`src/rtl/vga_mem_arbiter_if.sv`:
```
// Request/grant and RAM-side signals shared between the VGA memory arbiter and its clients.
// master = requesters plus RAM model, slave = the arbiter itself.
interface vga_mem_arbiter_if #(
  parameter int ADDR_W = 17,
  parameter int DATA_W = 12
);
  logic              disp_req;
  logic [ADDR_W-1:0] disp_addr;
  logic              disp_gnt;
  logic              disp_rvalid;
  logic [DATA_W-1:0] disp_rdata;

  logic              draw_req;
  logic              draw_we;
  logic [ADDR_W-1:0] draw_addr;
  logic [DATA_W-1:0] draw_wdata;
  logic              draw_gnt;
  logic              draw_rvalid;
  logic [DATA_W-1:0] draw_rdata;

  logic              mem_en;
  logic              mem_we;
  logic [ADDR_W-1:0] mem_addr;
  logic [DATA_W-1:0] mem_wdata;
  logic [DATA_W-1:0] mem_rdata;

  modport master (
    output disp_req, disp_addr, draw_req, draw_we, draw_addr, draw_wdata, mem_rdata,
    input  disp_gnt, disp_rvalid, disp_rdata, draw_gnt, draw_rvalid, draw_rdata,
    input  mem_en, mem_we, mem_addr, mem_wdata
  );

  modport slave (
    input  disp_req, disp_addr, draw_req, draw_we, draw_addr, draw_wdata, mem_rdata,
    output disp_gnt, disp_rvalid, disp_rdata, draw_gnt, draw_rvalid, draw_rdata,
    output mem_en, mem_we, mem_addr, mem_wdata
  );
endinterface

```
`src/rtl/vga_mem_arbiter.sv`:
```
// Single-port framebuffer arbiter: display wins during the active region, draw wins in
// blanking or once it has starved for WAIT_MAX cycles. One access per cycle, fully pipelined.
module vga_mem_arbiter #(
  parameter int ADDR_W      = 17,
  parameter int DATA_W      = 12,
  parameter int WAIT_MAX    = 16,
  parameter int H_ACT_START = 144,
  parameter int H_ACT_END   = 783,
  parameter int V_ACT_START = 35,
  parameter int V_ACT_END   = 514
) (
  input  logic                clk_pixel,
  input  logic                reset,
  input  logic [9:0]          H_Count_Value,
  input  logic [9:0]          V_Count_Value,
  vga_mem_arbiter_if.slave    bus
);

  localparam int WAIT_W = $clog2(WAIT_MAX + 1);
  localparam logic [9:0] H_LO = 10'(H_ACT_START);
  localparam logic [9:0] H_HI = 10'(H_ACT_END);
  localparam logic [9:0] V_LO = 10'(V_ACT_START);
  localparam logic [9:0] V_HI = 10'(V_ACT_END);
  localparam logic [WAIT_W-1:0] WAIT_SAT = WAIT_W'(WAIT_MAX);

  typedef enum logic [1:0] {TAG_NONE, TAG_DISP, TAG_DRAW} tag_t;

  logic              active;
  logic              force_draw;
  logic              disp_gnt;
  logic              draw_gnt;

  logic [WAIT_W-1:0] wait_cnt_q, wait_cnt_d;
  logic              mem_en_q, mem_en_d;
  logic              mem_we_q, mem_we_d;
  logic [ADDR_W-1:0] mem_addr_q, mem_addr_d;
  logic [DATA_W-1:0] mem_wdata_q, mem_wdata_d;
  tag_t              tag_mem_q, tag_mem_d;
  tag_t              tag_rd_q, tag_rd_d;

  assign active = (H_Count_Value >= H_LO) && (H_Count_Value <= H_HI) &&
                  (V_Count_Value >= V_LO) && (V_Count_Value <= V_HI);
  assign force_draw = (wait_cnt_q == WAIT_SAT);

  always_comb begin
    disp_gnt = 1'b0;
    draw_gnt = 1'b0;
    if (!reset) begin
      if (bus.disp_req && bus.draw_req) begin
        if (force_draw || !active) draw_gnt = 1'b1;
        else                       disp_gnt = 1'b1;
      end else if (bus.disp_req) begin
        disp_gnt = 1'b1;
      end else if (bus.draw_req) begin
        draw_gnt = 1'b1;
      end
    end
  end

  always_comb begin
    wait_cnt_d  = '0;
    mem_en_d    = disp_gnt | draw_gnt;
    mem_we_d    = mem_we_q;
    mem_addr_d  = mem_addr_q;
    mem_wdata_d = mem_wdata_q;
    tag_mem_d   = TAG_NONE;
    tag_rd_d    = tag_mem_q;
    if (bus.draw_req && !draw_gnt)
      wait_cnt_d = force_draw ? wait_cnt_q : wait_cnt_q + 1'b1;
    if (disp_gnt) begin
      mem_we_d   = 1'b0;
      mem_addr_d = bus.disp_addr;
      tag_mem_d  = TAG_DISP;
    end else if (draw_gnt) begin
      mem_we_d    = bus.draw_we;
      mem_addr_d  = bus.draw_addr;
      mem_wdata_d = bus.draw_wdata;
      tag_mem_d   = bus.draw_we ? TAG_NONE : TAG_DRAW;
    end
  end

  always_ff @(posedge clk_pixel) begin
    if (reset) begin
      wait_cnt_q  <= '0;
      mem_en_q    <= 1'b0;
      mem_we_q    <= 1'b0;
      mem_addr_q  <= '0;
      mem_wdata_q <= '0;
      tag_mem_q   <= TAG_NONE;
      tag_rd_q    <= TAG_NONE;
    end else begin
      wait_cnt_q  <= wait_cnt_d;
      mem_en_q    <= mem_en_d;
      mem_we_q    <= mem_we_d;
      mem_addr_q  <= mem_addr_d;
      mem_wdata_q <= mem_wdata_d;
      tag_mem_q   <= tag_mem_d;
      tag_rd_q    <= tag_rd_d;
    end
  end

  // Outputs are masked by reset so an access granted just before reset never reaches the RAM.
  assign bus.disp_gnt    = disp_gnt;
  assign bus.draw_gnt    = draw_gnt;
  assign bus.mem_en      = mem_en_q & ~reset;
  assign bus.mem_we      = mem_we_q & ~reset;
  assign bus.mem_addr    = reset ? '0 : mem_addr_q;
  assign bus.mem_wdata   = reset ? '0 : mem_wdata_q;
  assign bus.disp_rvalid = (tag_rd_q == TAG_DISP) && !reset;
  assign bus.draw_rvalid = (tag_rd_q == TAG_DRAW) && !reset;
  assign bus.disp_rdata  = bus.mem_rdata;
  assign bus.draw_rdata  = bus.mem_rdata;

endmodule
```
`src/flat_wrapper.sv`:
```
// flat-port wrapper written by rule: the top's interface ports become plain ports
module vga_mem_arbiter_flat 
#(
  parameter int ADDR_W      = 17,
  parameter int DATA_W      = 12,
  parameter int WAIT_MAX    = 16,
  parameter int H_ACT_START = 144,
  parameter int H_ACT_END   = 783,
  parameter int V_ACT_START = 35,
  parameter int V_ACT_END   = 514
)
  (clk_pixel, reset, H_Count_Value, V_Count_Value, bus_disp_req, bus_disp_addr, bus_draw_req, bus_draw_we, bus_draw_addr, bus_draw_wdata, bus_mem_rdata, bus_disp_gnt, bus_disp_rvalid, bus_disp_rdata, bus_draw_gnt, bus_draw_rvalid, bus_draw_rdata, bus_mem_en, bus_mem_we, bus_mem_addr, bus_mem_wdata);
  vga_mem_arbiter_if #(.ADDR_W(ADDR_W), .DATA_W(DATA_W)) bus_i ();
  input  logic clk_pixel;
  input  logic reset;
  input  logic [9:0] H_Count_Value;
  input  logic [9:0] V_Count_Value;
  input wire logic [$bits(bus_i.disp_req)-1:0] bus_disp_req;
  input wire logic [$bits(bus_i.disp_addr)-1:0] bus_disp_addr;
  input wire logic [$bits(bus_i.draw_req)-1:0] bus_draw_req;
  input wire logic [$bits(bus_i.draw_we)-1:0] bus_draw_we;
  input wire logic [$bits(bus_i.draw_addr)-1:0] bus_draw_addr;
  input wire logic [$bits(bus_i.draw_wdata)-1:0] bus_draw_wdata;
  input wire logic [$bits(bus_i.mem_rdata)-1:0] bus_mem_rdata;
  output wire logic [$bits(bus_i.disp_gnt)-1:0] bus_disp_gnt;
  output wire logic [$bits(bus_i.disp_rvalid)-1:0] bus_disp_rvalid;
  output wire logic [$bits(bus_i.disp_rdata)-1:0] bus_disp_rdata;
  output wire logic [$bits(bus_i.draw_gnt)-1:0] bus_draw_gnt;
  output wire logic [$bits(bus_i.draw_rvalid)-1:0] bus_draw_rvalid;
  output wire logic [$bits(bus_i.draw_rdata)-1:0] bus_draw_rdata;
  output wire logic [$bits(bus_i.mem_en)-1:0] bus_mem_en;
  output wire logic [$bits(bus_i.mem_we)-1:0] bus_mem_we;
  output wire logic [$bits(bus_i.mem_addr)-1:0] bus_mem_addr;
  output wire logic [$bits(bus_i.mem_wdata)-1:0] bus_mem_wdata;
  assign bus_i.disp_req = bus_disp_req;
  assign bus_i.disp_addr = bus_disp_addr;
  assign bus_i.draw_req = bus_draw_req;
  assign bus_i.draw_we = bus_draw_we;
  assign bus_i.draw_addr = bus_draw_addr;
  assign bus_i.draw_wdata = bus_draw_wdata;
  assign bus_i.mem_rdata = bus_mem_rdata;
  assign bus_disp_gnt = bus_i.disp_gnt;
  assign bus_disp_rvalid = bus_i.disp_rvalid;
  assign bus_disp_rdata = bus_i.disp_rdata;
  assign bus_draw_gnt = bus_i.draw_gnt;
  assign bus_draw_rvalid = bus_i.draw_rvalid;
  assign bus_draw_rdata = bus_i.draw_rdata;
  assign bus_mem_en = bus_i.mem_en;
  assign bus_mem_we = bus_i.mem_we;
  assign bus_mem_addr = bus_i.mem_addr;
  assign bus_mem_wdata = bus_i.mem_wdata;
  vga_mem_arbiter #(.ADDR_W(ADDR_W), .DATA_W(DATA_W), .WAIT_MAX(WAIT_MAX), .H_ACT_START(H_ACT_START), .H_ACT_END(H_ACT_END), .V_ACT_START(V_ACT_START), .V_ACT_END(V_ACT_END)) u_core (.clk_pixel(clk_pixel), .reset(reset), .H_Count_Value(H_Count_Value), .V_Count_Value(V_Count_Value), .bus(bus_i));
endmodule
```
`config.mk`:
```
export PLATFORM = sky130hd
export DESIGN_NAME = vga_mem_arbiter_flat
export DESIGN_NICKNAME = d
export VERILOG_FILES = /design/src/rtl/vga_mem_arbiter_if.sv /design/src/rtl/vga_mem_arbiter.sv /design/src/flat_wrapper.sv
export SDC_FILE = /design/constraint.sdc
export NUM_CORES = 1
export LEC_CHECK = 0
export ABC_AREA = 0
export CORE_MARGIN = 2
export CORE_UTILIZATION = 34
export CTS_CLUSTER_DIAMETER = 150
export DETAILED_ROUTE_END_ITERATION = 6
export PLACE_DENSITY = 0.77
export SYNTH_ARGS = -nofsm -noshare
export SYNTH_HDL_FRONTEND = slang
export SYNTH_SLANG_ARGS = --single-unit
```
`constraint.sdc`:
```
create_clock -name clk_pixel -period 2 [get_ports clk_pixel]
set_input_delay 0.3 -clock clk_pixel [delete_from_list [all_inputs] [get_ports clk_pixel]]
set_output_delay 0.3 -clock clk_pixel [all_outputs]
set_load 0.005 [all_outputs]
```
==> key figures, run 1 <==
Cells and area
  – N_diodes: 0
  – Fraction of layout cells with a size suffix above 1: 0.209
  – Area growth, synth to finish: 53.5%
  – Non-filler instance count after layout: roughly 430
  – Design Area, Final: 3560 sq um
  – Core Util, Final: 0.532
  – # nets final: around 430

Outcome
  – Status: complete, no violations

Power and ir drop
  – Peak VDD IR: 0.386 mV
  – Leak: 1.38 nW
  – Pwr/cell area: 575 nW/um^2
  – Overall Power: approximately 2.0 mW

Global route
  – GR met3 Demand/Resource: 0.0429
  – GR Util met1: 0.204
  – Grt peak-use layer: met2
  – Vias in the first global route: 2200
  – Total grt overflow: 0
  – First-pass GRT wire length: 10.2 mm
  – Initial antenna violation count: 0
  – Met2 GRT Util: 0.290
  – All-Layer GR Usage: 0.168
  – Largest net degree at the start of global routing: 29

Logic synthesis
  – Ys async rst share: 0
  – Cells after Synth: 249
  – Mapped Nets: roughly 330
  – Area contributors post-synth: dfxtp_1 35%, nor2b_1 8.9%, o221a_1 8.3%
  – Post-synthesis sequential area ratio: 0.346
  – Syn avg cell area: 9.31 sq um
  – Yosys warnings: 0
  – Mapped Area: 2320 sq um
  – Post-synth EDFFs: 0
  – Seq cells post-synth: 40
  – Yosys top cell by area: dfxtp_1
  – Yosys top cell area share: 0.346
  – Most used DFF post-synth: dfxtp_1
  – Count of different cell masters after synthesis: 37

Setup path
  – Crit path arrival time: 1.68 ns
  – CP Launch Type: input port
  – Worst endpoint required time: 1.70 ns
  – Kind of critical path: input port to output pin
  – Worst-path maximum fanout: 3
  – Crit. End Element: output pin

Timing
  – Layout Skew: approximately 0.0070 ns
  – RSZ-0062 raised after global routing: true
  – Fin crit share: 0.990
  – Measured slew at the worst slew-check pin: around 0.45 ns
  – Max Freq: approximately 510 MHz
  – Max Slew Vio Count: 0
  – Crit path time final: 1.98 ns
  – Final Hold Fails: 0
  – Hold Slack: 0.355 ns
  – Max_slew headroom: 0.701
  – Final setup viols: 0

Placed design
  – PortBufs: approximately 100
  – Cell Area, Placed: 3320 sq um
  – Placer Congestion: 0.741
  – Hpwl dp: 4.54 mm
  – Inst Count DP: 409

CTS
  – Max Root-Sink Buffers: 2
  – H-tree depth: 2
  – CTS tree: built
  – Worst-path clk slew: 0.09 ns
  – Num CTS Buffers: 5
  – Worst-Skew Late Latency: 0.29 ns
  – Sink Count: 40
  – Hold-fix buffers, CTS: 0
  – Root buf cell: clkbuf_8

Die
  – Die area: roughly 7500 sq um
  – Core Area: 6680 sq um
  – Die width: 86.6 um
  – Die H: 86.6 um
  – Std-Cell Rows: 30
  – Starting Density: 0.347
  – Number of I/O pins: 142

Drt
  – Detailed Route Iter0 Violations: 70
  – Drt first pass iters: 4
  – DR vias/cell: 5.01
  – DRC violations left: 0
  – DR WL/cell: 14.8 um
  – Final wirelength: about 6.3 mm
  – Via count: 2128
  – Post-route ant nets: 0

Run
  – Max cap viols: 0

Worst hold path
  – Hold Crit Class: input port to register
## synthesized netlist by cell type (4+ instances only)
cell type and n:
nand3_1 14, a21oi_2 8, a21oi_1 21, buf_4 25, mux2i_1 18, clkbuf_1 8
o221a_1 17, nor2b_1 33, buf_1 4, o21ai_1 12, nor2_1 11, dfxtp_1 40
## final timing paths
| path | from | endpoint | slack [ns] | cells past startpoint |
|---|---|---|---|---|
| min reg2reg | u_core.tag_mem_q[0]$_SDFF_PP0_ | u_core.tag_rd_q[0]$_SDFF_PP0_ | 0.44 | 1 |
| min | bus_draw_req | u_core.tag_mem_q[1]$_SDFF_PP0_ | 0.36 | 3 |
| max | V_Count_Value[0] | bus_draw_gnt | 0.02 | 7 |
| max reg2reg | u_core.wait_cnt_q[0]$_SDFFE_PP0P_ | u_core.wait_cnt_q[2]$_SDFFE_PP0P_ | 0.17 | 9 |
## logic make-up (layout without fill, tap and decap cells)
kind of cell | count (synthesis) | count (layout) | synth area share
fa+ha+maj | 2 | 2 | 0.0108
compound gates | 67 | 67 | 0.238
buf+inv | 47 | 143 | 0.129
xor+xnor | 4 | 4 | 0.0151
flops | 40 | 40 | 0.346
simple gates | 71 | 71 | 0.184
mux | 18 | 18 | 0.0778
## metal layers
layer,up-vias,part of all wire
met5,-,0
met4,0,0.020
met3,14,0.061
met2,75,0.50
met1,987,0.42
li1,1052,-
## sequential cells by signal (all words and copies together) (netlist names)
register / count
u_core.tag_rd_q: 2
u_core.mem_wdata_q: 12
u_core.wait_cnt_q: 5
u_core.mem_we_q: 1
u_core.tag_mem_q: 2
u_core.mem_en_q: 1
u_core.mem_addr_q: 17
## placed cells by master (no fill, tap or decap), drive strengths merged, types with 2 or more instances in the layout
master,count
buf,38
ha,2
nor2,11
nand3,14
o221a,17
clkinv,3
inv,3
dlygate4sd2,6
nor3b,2
clkdlybuf4s15,2
nand2b,3
o21ai,13
a21oi,29
clkbuf,6
clkdlybuf4s50,82
xor2,2
nor3,3
a2111oi,2
xnor2,2
dfxtp,40
nor2b,33
mux2i,18
nand2,2
dlymetal6s2s,2
## through the flow
stage / setup WS, ns / TNS (ns)
5_1_grt: -0.0592 / -0.109
6_report: 0.0203 / 0
4_1_cts: -0.0331 / -0.0331
3_5_place_dp: -0.674 / -12.41
3_3_place_gp: -0.639 / -10.62
2_1_floorplan: 0.0366 / 0
## report_power, final
| part | switching [mW] | internal (mW) |
|---|---|---|
| clock | 0.303 | 0.376 |
| combinational | 0.201 | 0.297 |
| sequential | 0.0209 | 0.847 |
| total | 0.525 | 1.52 |
## final cells by class
cell class              count  area [sq um]
clock buffers               5          68.8
clock inverters             3          47.5
inverters                   4          15.0
multi-input cells         162          1290
fillers                   620          3130
repair buffers            131          1230
flip-flops and latches     40           803
well taps                  80           100
## worst max-delay path: stages
cell and delay (ns):
buf_6 0.09, a2111oi_4 0.44, nand4b_4 0.18, buf_6 0.15, a2111oi_4 0.30, nor2_1 0.08
buf_2 0.14
## timing repair
action	CTS	global route
hold endpoints to repair	0	0
setup endpoints to repair	20	13
resized for setup	44	13
gates cloned	0	0
setup buffers	8	4
pin swaps	10	9
(Power assumes the default switching activity.)
==> run 2, diff against run 1 <==
CTS_CLUSTER_SIZE = 28   (was default)
==> results of run 2 <==
Final layout, timing and power as in run 1 (identical DEF).
==> run 3, diff against run 2 <==
SETUP_SLACK_MARGIN = 0.15   (was default)
==> key figures, run 3 (synthesis gave the netlist of run 1 again) <==
Outcome
  – Status: complete, no violations (unchanged)

Power and ir drop
  – Peak VDD IR: 0.352 mV (was 0.386 mV)
  – Pwr/cell area: 558 nW/um^2 (was 575 nW/um^2)
  – Overall Power: 2.08 mW (was 2.05 mW)
  – Leak: 1.42 nW (was 1.38 nW)

Timing
  – Fin crit share: 0.982 (was 0.990)
  – RSZ-0062 raised after global routing: true (unchanged)
  – Layout Skew: 0.00538 ns (was 0.00699 ns)
  – Final setup viols: 0 (unchanged)
  – Max Freq: 509 MHz (was 505 MHz)
  – Max_slew headroom: 0.762 (was 0.701)
  – Crit path time final: 1.96 ns (was 1.98 ns)
  – Final Hold Fails: 0 (unchanged)
  – Setup TNS: 0 ns (unchanged)
  – Final WS setup: 0.0359 ns (was 0.0203 ns)
  – Max Slew Vio Count: 0 (unchanged)
  – Measured slew at the worst slew-check pin: 0.357 ns (was 0.448 ns)

Placed design
  – PortBufs: 101 (unchanged)
  – Inst Count DP: 411 (was 409)
  – Setup slack after placement: -0.656 ns (was -0.674 ns)
  – Hpwl dp: 4.55 mm (was 4.54 mm)
  – Placer Congestion: 0.759 (was 0.741)

Drt
  – DRC violations left: 0 (unchanged)
  – Via count: 2132 (was 2128)
  – DR WL/cell: 15.4 um (was 14.8 um)
  – Post-route ant nets: 0 (unchanged)
  – Detailed Route Iter0 Violations: 78 (was 70)
  – Drt first pass iters: 4 (unchanged)
  – Final wirelength: 6.55 mm (was 6.30 mm)
  – DR vias/cell: 5.00 (was 5.01)

CTS
  – CTS tree: built (unchanged)
  – Root buf cell: clkbuf_8 (unchanged)
  – Max Root-Sink Buffers: 2 (unchanged)
  – Hold-fix buffers, CTS: 0 (unchanged)
  – Worst-path clk slew: 0.08 ns (was 0.09 ns)
  – Worst-Skew Late Latency: 0.29 ns (about the same)
  – Num CTS Buffers: 5 (unchanged)
  – Sink Count: 40 (unchanged)
  – H-tree depth: 2 (unchanged)

Setup path
  – Worst endpoint required time: 1.70 ns (about the same)
  – Cell family with most CP delay: buffers and inverters (was compound AO/OA/AOI/OAI gates)
  – CP Depth: 7 (unchanged)
  – Crit. End Element: output pin (unchanged)
  – Kind of critical path: input port to output pin (unchanged)
  – Reg-to-reg startpoint: u_core.wait_cnt_q[1]$_SDFFE_PP0P_ (was u_core.wait_cnt_q[0]$_SDFFE_PP0P_)
  – Crit path largest cell delay: 0.48 ns (was 0.44 ns)
  – CP Launch Type: input port (unchanged)
  – R2R Path End: u_core.mem_wdata_q[6]$_SDFFE_PP0P_ (was u_core.wait_cnt_q[2]$_SDFFE_PP0P_)
  – Worst-path maximum fanout: 2 (was 3)
  – CP startpoint: H_Count_Value[8] (was V_Count_Value[0])
  – R2R Setup Slk: 0.13 ns (was 0.17 ns)
  – Worst-case reg-to-reg path depth: 9 (unchanged)
  – Buf+Inv Stages, Crit Path: 3 (unchanged)
  – Crit path arrival time: 1.66 ns (was 1.68 ns)
  – Worst path cell trace: clkdlybuf4s50_1 -> nor2_1 -> o2bb2ai_2 -> buf_4 -> a2111oi_4 -> nor2_2 -> buf_2 (was buf_6 -> a2111oi_4 -> nand4b_4 -> buf_6 -> a2111oi_4 -> nor2_1 -> buf_2)
  – Setup crit end: bus_draw_gnt (unchanged)
  – Slowest CP cell: clkdlybuf4s50_1 (was a2111oi_4)

Cells and area
  – Largest Register: u_core.mem_addr_q (unchanged)
  – N_diodes: 0 (unchanged)
  – Largest registers: u_core.mem_addr_q: 17 flops, u_core.mem_wdata_q: 12 flops, u_core.wait_cnt_q: 5 flops (unchanged)
  – Commonest cells after routing, fill and taps aside: 82 x clkdlybuf4s50_1, 38 x dfxtp_1, 33 x nor2b_1, 24 x buf_4 (was 82 x clkdlybuf4s50_1, 38 x dfxtp_1, 33 x nor2b_1, 26 x buf_4, 21 x a21oi_1)
  – Non-filler instance count after layout: 426 (was 425)
  – Fill count: 590 (was 620)
  – Core Util, Final: 0.557 (was 0.532)
  – Largest register FFs: 17 (unchanged)
  – Fraction of layout cells with a size suffix above 1: 0.251 (was 0.209)
  – Commonest non-fill, non-tap cell in the layout: clkdlybuf4s50_1 (unchanged)
  – Area growth, synth to finish: 60.6% (was 53.5%)
  – # nets final: 430 (was 429)

Global route
  – Initial antenna violation count: 0 (unchanged)
  – Largest net degree at the start of global routing: 28 (was 29)
  – All-Layer GR Usage: 0.170 (was 0.168)
  – Vias in the first global route: 2205 (was 2200)
  – First-pass GRT wire length: 10.2 mm (about the same)
  – Total grt overflow: 0 (unchanged)

Die
  – Die H: 86.6 um (unchanged)
  – Die area: 7490 sq um (unchanged)
  – Number of I/O pins: 142 (unchanged)
  – Starting Density: 0.347 (unchanged)
  – Core Area: 6680 sq um (unchanged)
  – Std-Cell Rows: 30 (unchanged)
  – Die width: 86.6 um (unchanged)

Worst hold path
  – Hold Crit Class: input port to register (unchanged)
  – Hold Path Stages: 3 (unchanged)

Run
  – Max cap viols: 0 (unchanged)
[run 3: changes by cell type in the layout (fill, tap and decap cells not counted), moves of 2 or more]
cell | previous run | this run
a21oi_1 | 21 | 18
a21oi_2 | 8 | 11
buf_4 | 26 | 24
buf_6 | 4 | 6
nand3_1 | 14 | 3
nand3_4 | 0 | 10
[run 3: worst register-to-register path, stage by stage, from the launching register on]
cell and delay [ns]:
dfxtp_2 0.34, inv_2 0.05, ha_4 0.15, nor4bb_4 0.14, buf_4 0.16, buf_6 0.11
a2111o_1 0.47, clkbuf_16 0.23, nand3_2 0.07, a21oi_2 0.05
[run 3: through the flow]
step | hold WS, ns | area (sq um)
floorplan | 0.379 | 2320
global placement | 0.421 | 3340
detailed placement | 0.431 | 3340
CTS | 0.353 | 3620
global route | 0.378 | 3720
finish | 0.361 | 3720
[run 3: worst min path at each step]
stage                                   start                        endpoint
4_1_cts                          bus_draw_req  u_core.tag_mem_q[1]$_SDFF_PP0_
3_5_place_dp   u_core.tag_mem_q[0]$_SDFF_PP0_   u_core.tag_rd_q[0]$_SDFF_PP0_
6_report                         bus_draw_req  u_core.tag_mem_q[1]$_SDFF_PP0_
3_3_place_gp   u_core.tag_mem_q[0]$_SDFF_PP0_   u_core.tag_rd_q[0]$_SDFF_PP0_
2_1_floorplan                     bus_draw_we  u_core.tag_mem_q[1]$_SDFF_PP0_
5_1_grt                          bus_draw_req  u_core.tag_mem_q[1]$_SDFF_PP0_
[run 3: layout make-up]
| class | instances | area (sq um) | share of cell area |
|---|---|---|---|
| multi-input cells | 162 | 1420 | 0.380 |
| repair buffers | 132 | 1270 | 0.342 |
| flip-flops and latches | 40 | 803 | 0.216 |
| well taps | 80 | 100 | 0.0269 |
| clock buffers | 5 | 68.8 | 0.0185 |
| clock inverters | 3 | 47.5 | 0.0128 |
| inverters | 4 | 15.0 | 0.00403 |
[run 3: what timing repair did]
item / in CTS / in global routing
buffers inserted: 6 / 0
endpoints found under the setup margin: 39 / 35
pin swaps: 30 / 14
cloned: 1 / 0
resized for setup: 62 / 20
[run 3: per-layer routing]
metal,vias to the layer above,share of wire,global-route usage
li1,1057,-,-
met1,995,0.42,0.201
met2,70,0.51,0.299
met3,10,0.052,0.0448
met4,0,0.018,0.0540
met5,-,0,0
[run 3: power by group]
part           internal (mW)  switching, mW
registers              0.847         0.0204
clock network          0.376          0.299
logic                  0.312          0.222
total                   1.54          0.542
==> RTL change (flow settings as in run 2) <==
`ADDR_W` is set to 17 in 3 places; all go to 34.
--- a/src/rtl/vga_mem_arbiter_if.sv
+++ b/src/rtl/vga_mem_arbiter_if.sv
@@ -1,7 +1,7 @@
 // Request/grant and RAM-side signals shared between the VGA memory arbiter and its clients.
 // master = requesters plus RAM model, slave = the arbiter itself.
 interface vga_mem_arbiter_if #(
-  parameter int ADDR_W = 17,
+  parameter int ADDR_W = 34,
   parameter int DATA_W = 12
 );
   logic              disp_req;
--- a/src/rtl/vga_mem_arbiter.sv
+++ b/src/rtl/vga_mem_arbiter.sv
@@ -1,7 +1,7 @@
 // Single-port framebuffer arbiter: display wins during the active region, draw wins in
 // blanking or once it has starved for WAIT_MAX cycles. One access per cycle, fully pipelined.
 module vga_mem_arbiter #(
-  parameter int ADDR_W      = 17,
+  parameter int ADDR_W      = 34,
   parameter int DATA_W      = 12,
   parameter int WAIT_MAX    = 16,
   parameter int H_ACT_START = 144,
--- a/src/flat_wrapper.sv
+++ b/src/flat_wrapper.sv
@@ -1,7 +1,7 @@
 // flat-port wrapper written by rule: the top's interface ports become plain ports
 module vga_mem_arbiter_flat 
 #(
-  parameter int ADDR_W      = 17,
+  parameter int ADDR_W      = 34,
   parameter int DATA_W      = 12,
   parameter int WAIT_MAX    = 16,
   parameter int H_ACT_START = 144,
Ports: changed (resized bus_disp_addr, bus_draw_addr and bus_mem_addr); port bits go from 142 to 193. The function was not compared with the original's and may differ.
==> RTL change against run 2 <==
Sequential power increased by 46%. Clock power increased by 74%. Worst setup slack improved by 78 ps. Cell area increased by 53%. Synthesized area increased by 49%. Routed wire length increased by 70%. Final cell count increased by 60%. Synthesized cell count increased by 64%. Sequential cell count increased by 17. Total power increased by 62%. Critical path type unchanged. Critical endpoint is now bus_disp_gnt. Largest power group unchanged.
==> RTL change: results (changes against run 2) <==
- Biggest registers after layout: u_core.mem_addr_q (34), u_core.mem_wdata_q (12), u_core.wait_cnt_q (5)
- The number of fillers in the final layout was 913 (+47%).
- Met2 routed WL: 5.02 mm (+59%)
- Largest delay contributor family on the critical path: buffers and inverters
- Mapped Nets: 527 (+58%)
* Synth top area cells: dfxtp_1, nor2b_1, mux2i_1, a221o_1, nor2_1
* Count of different cell masters after synthesis: 38 (+2.7%)
- The top achievable clock speed came to 526 MHz (+4.1%).
* Met2 Usage GRT: 30.9% (+1.9 points)
- Post-layout nets: 663 (+55%)
- Final HPWL DP: 7.10 mm (+56%)
- H-Tree Depth: 3 (+1)
* Clock Power Share: 35.8% (+2.6 points)
- The run finished with clean final reports.
- Counting instances in the post-synthesis netlist gives the leading cell types as nor2_1, nor2b_1, dfxtp_1, a21oi_1, mux2i_1.
* Worst setup slack for register-to-register paths: 130 ps (-40 ps)
* Via count of the first global-routing pass: 3590 (+63%)
- The worst register-to-register path ends at u_core.mem_wdata_q[6]$_SDFFE_PP0P_.
- The sequential share of the synthesized area is 33.0% (-1.6 points).
- IR Drop Worst-Case VDD: 0.350 mV (-9.3%)
- Timing endpoint of the critical path: bus_disp_gnt
- The routed length per placed instance was 15.7 microns (+6.0%).
- Number of standard cells after synthesis: 408 (+64%)
* Crit path DAT: 1600 ps (-80 ps)
* Proportion of layout cells with a drive suffix above 1: 14.1% (-6.8 points)
- The buffers inserted during post-CTS setup optimization came to 4 (-4).
## RTL change: changes by cell type after synthesis, moves of 17 or more
cell	delta
nor2b_1	+30
dfxtp_1	+17
o221a_1	-17
a221o_1	+34
mux2i_1	+17
nor2_1	+64
## RTL change: cells by family after synthesis
kind of cell	Yosys count	share of synthesized area, %
fa+ha+maj	2	0.723
buf+inv	59	9.84
flops	57	33.0
simple gates	158	23.4
mux	47	14.0
compound gates	81	17.9
xor+xnor	4	1.01
## RTL change: area by class of cell
class                      count  area, sq um  area share (%)
multi-input combinational    293         2120            38.9
timing repair buffer         179         1790            32.9
sequential                    57         1140            21.0
tap                          133          166            3.06
clock buffer                  12          145            2.67
clock inverter                 3         65.1            1.20
inverter                       4         15.0           0.276
## RTL change: per-stage QoR
step                      power [mW]  hold WS (ps)
final                           3.31           363
after global routing            3.47           361
after CTS                       3.33           315
after detailed placement        2.11           429
after global placement          2.09           416
after floorplan                 1.70           373
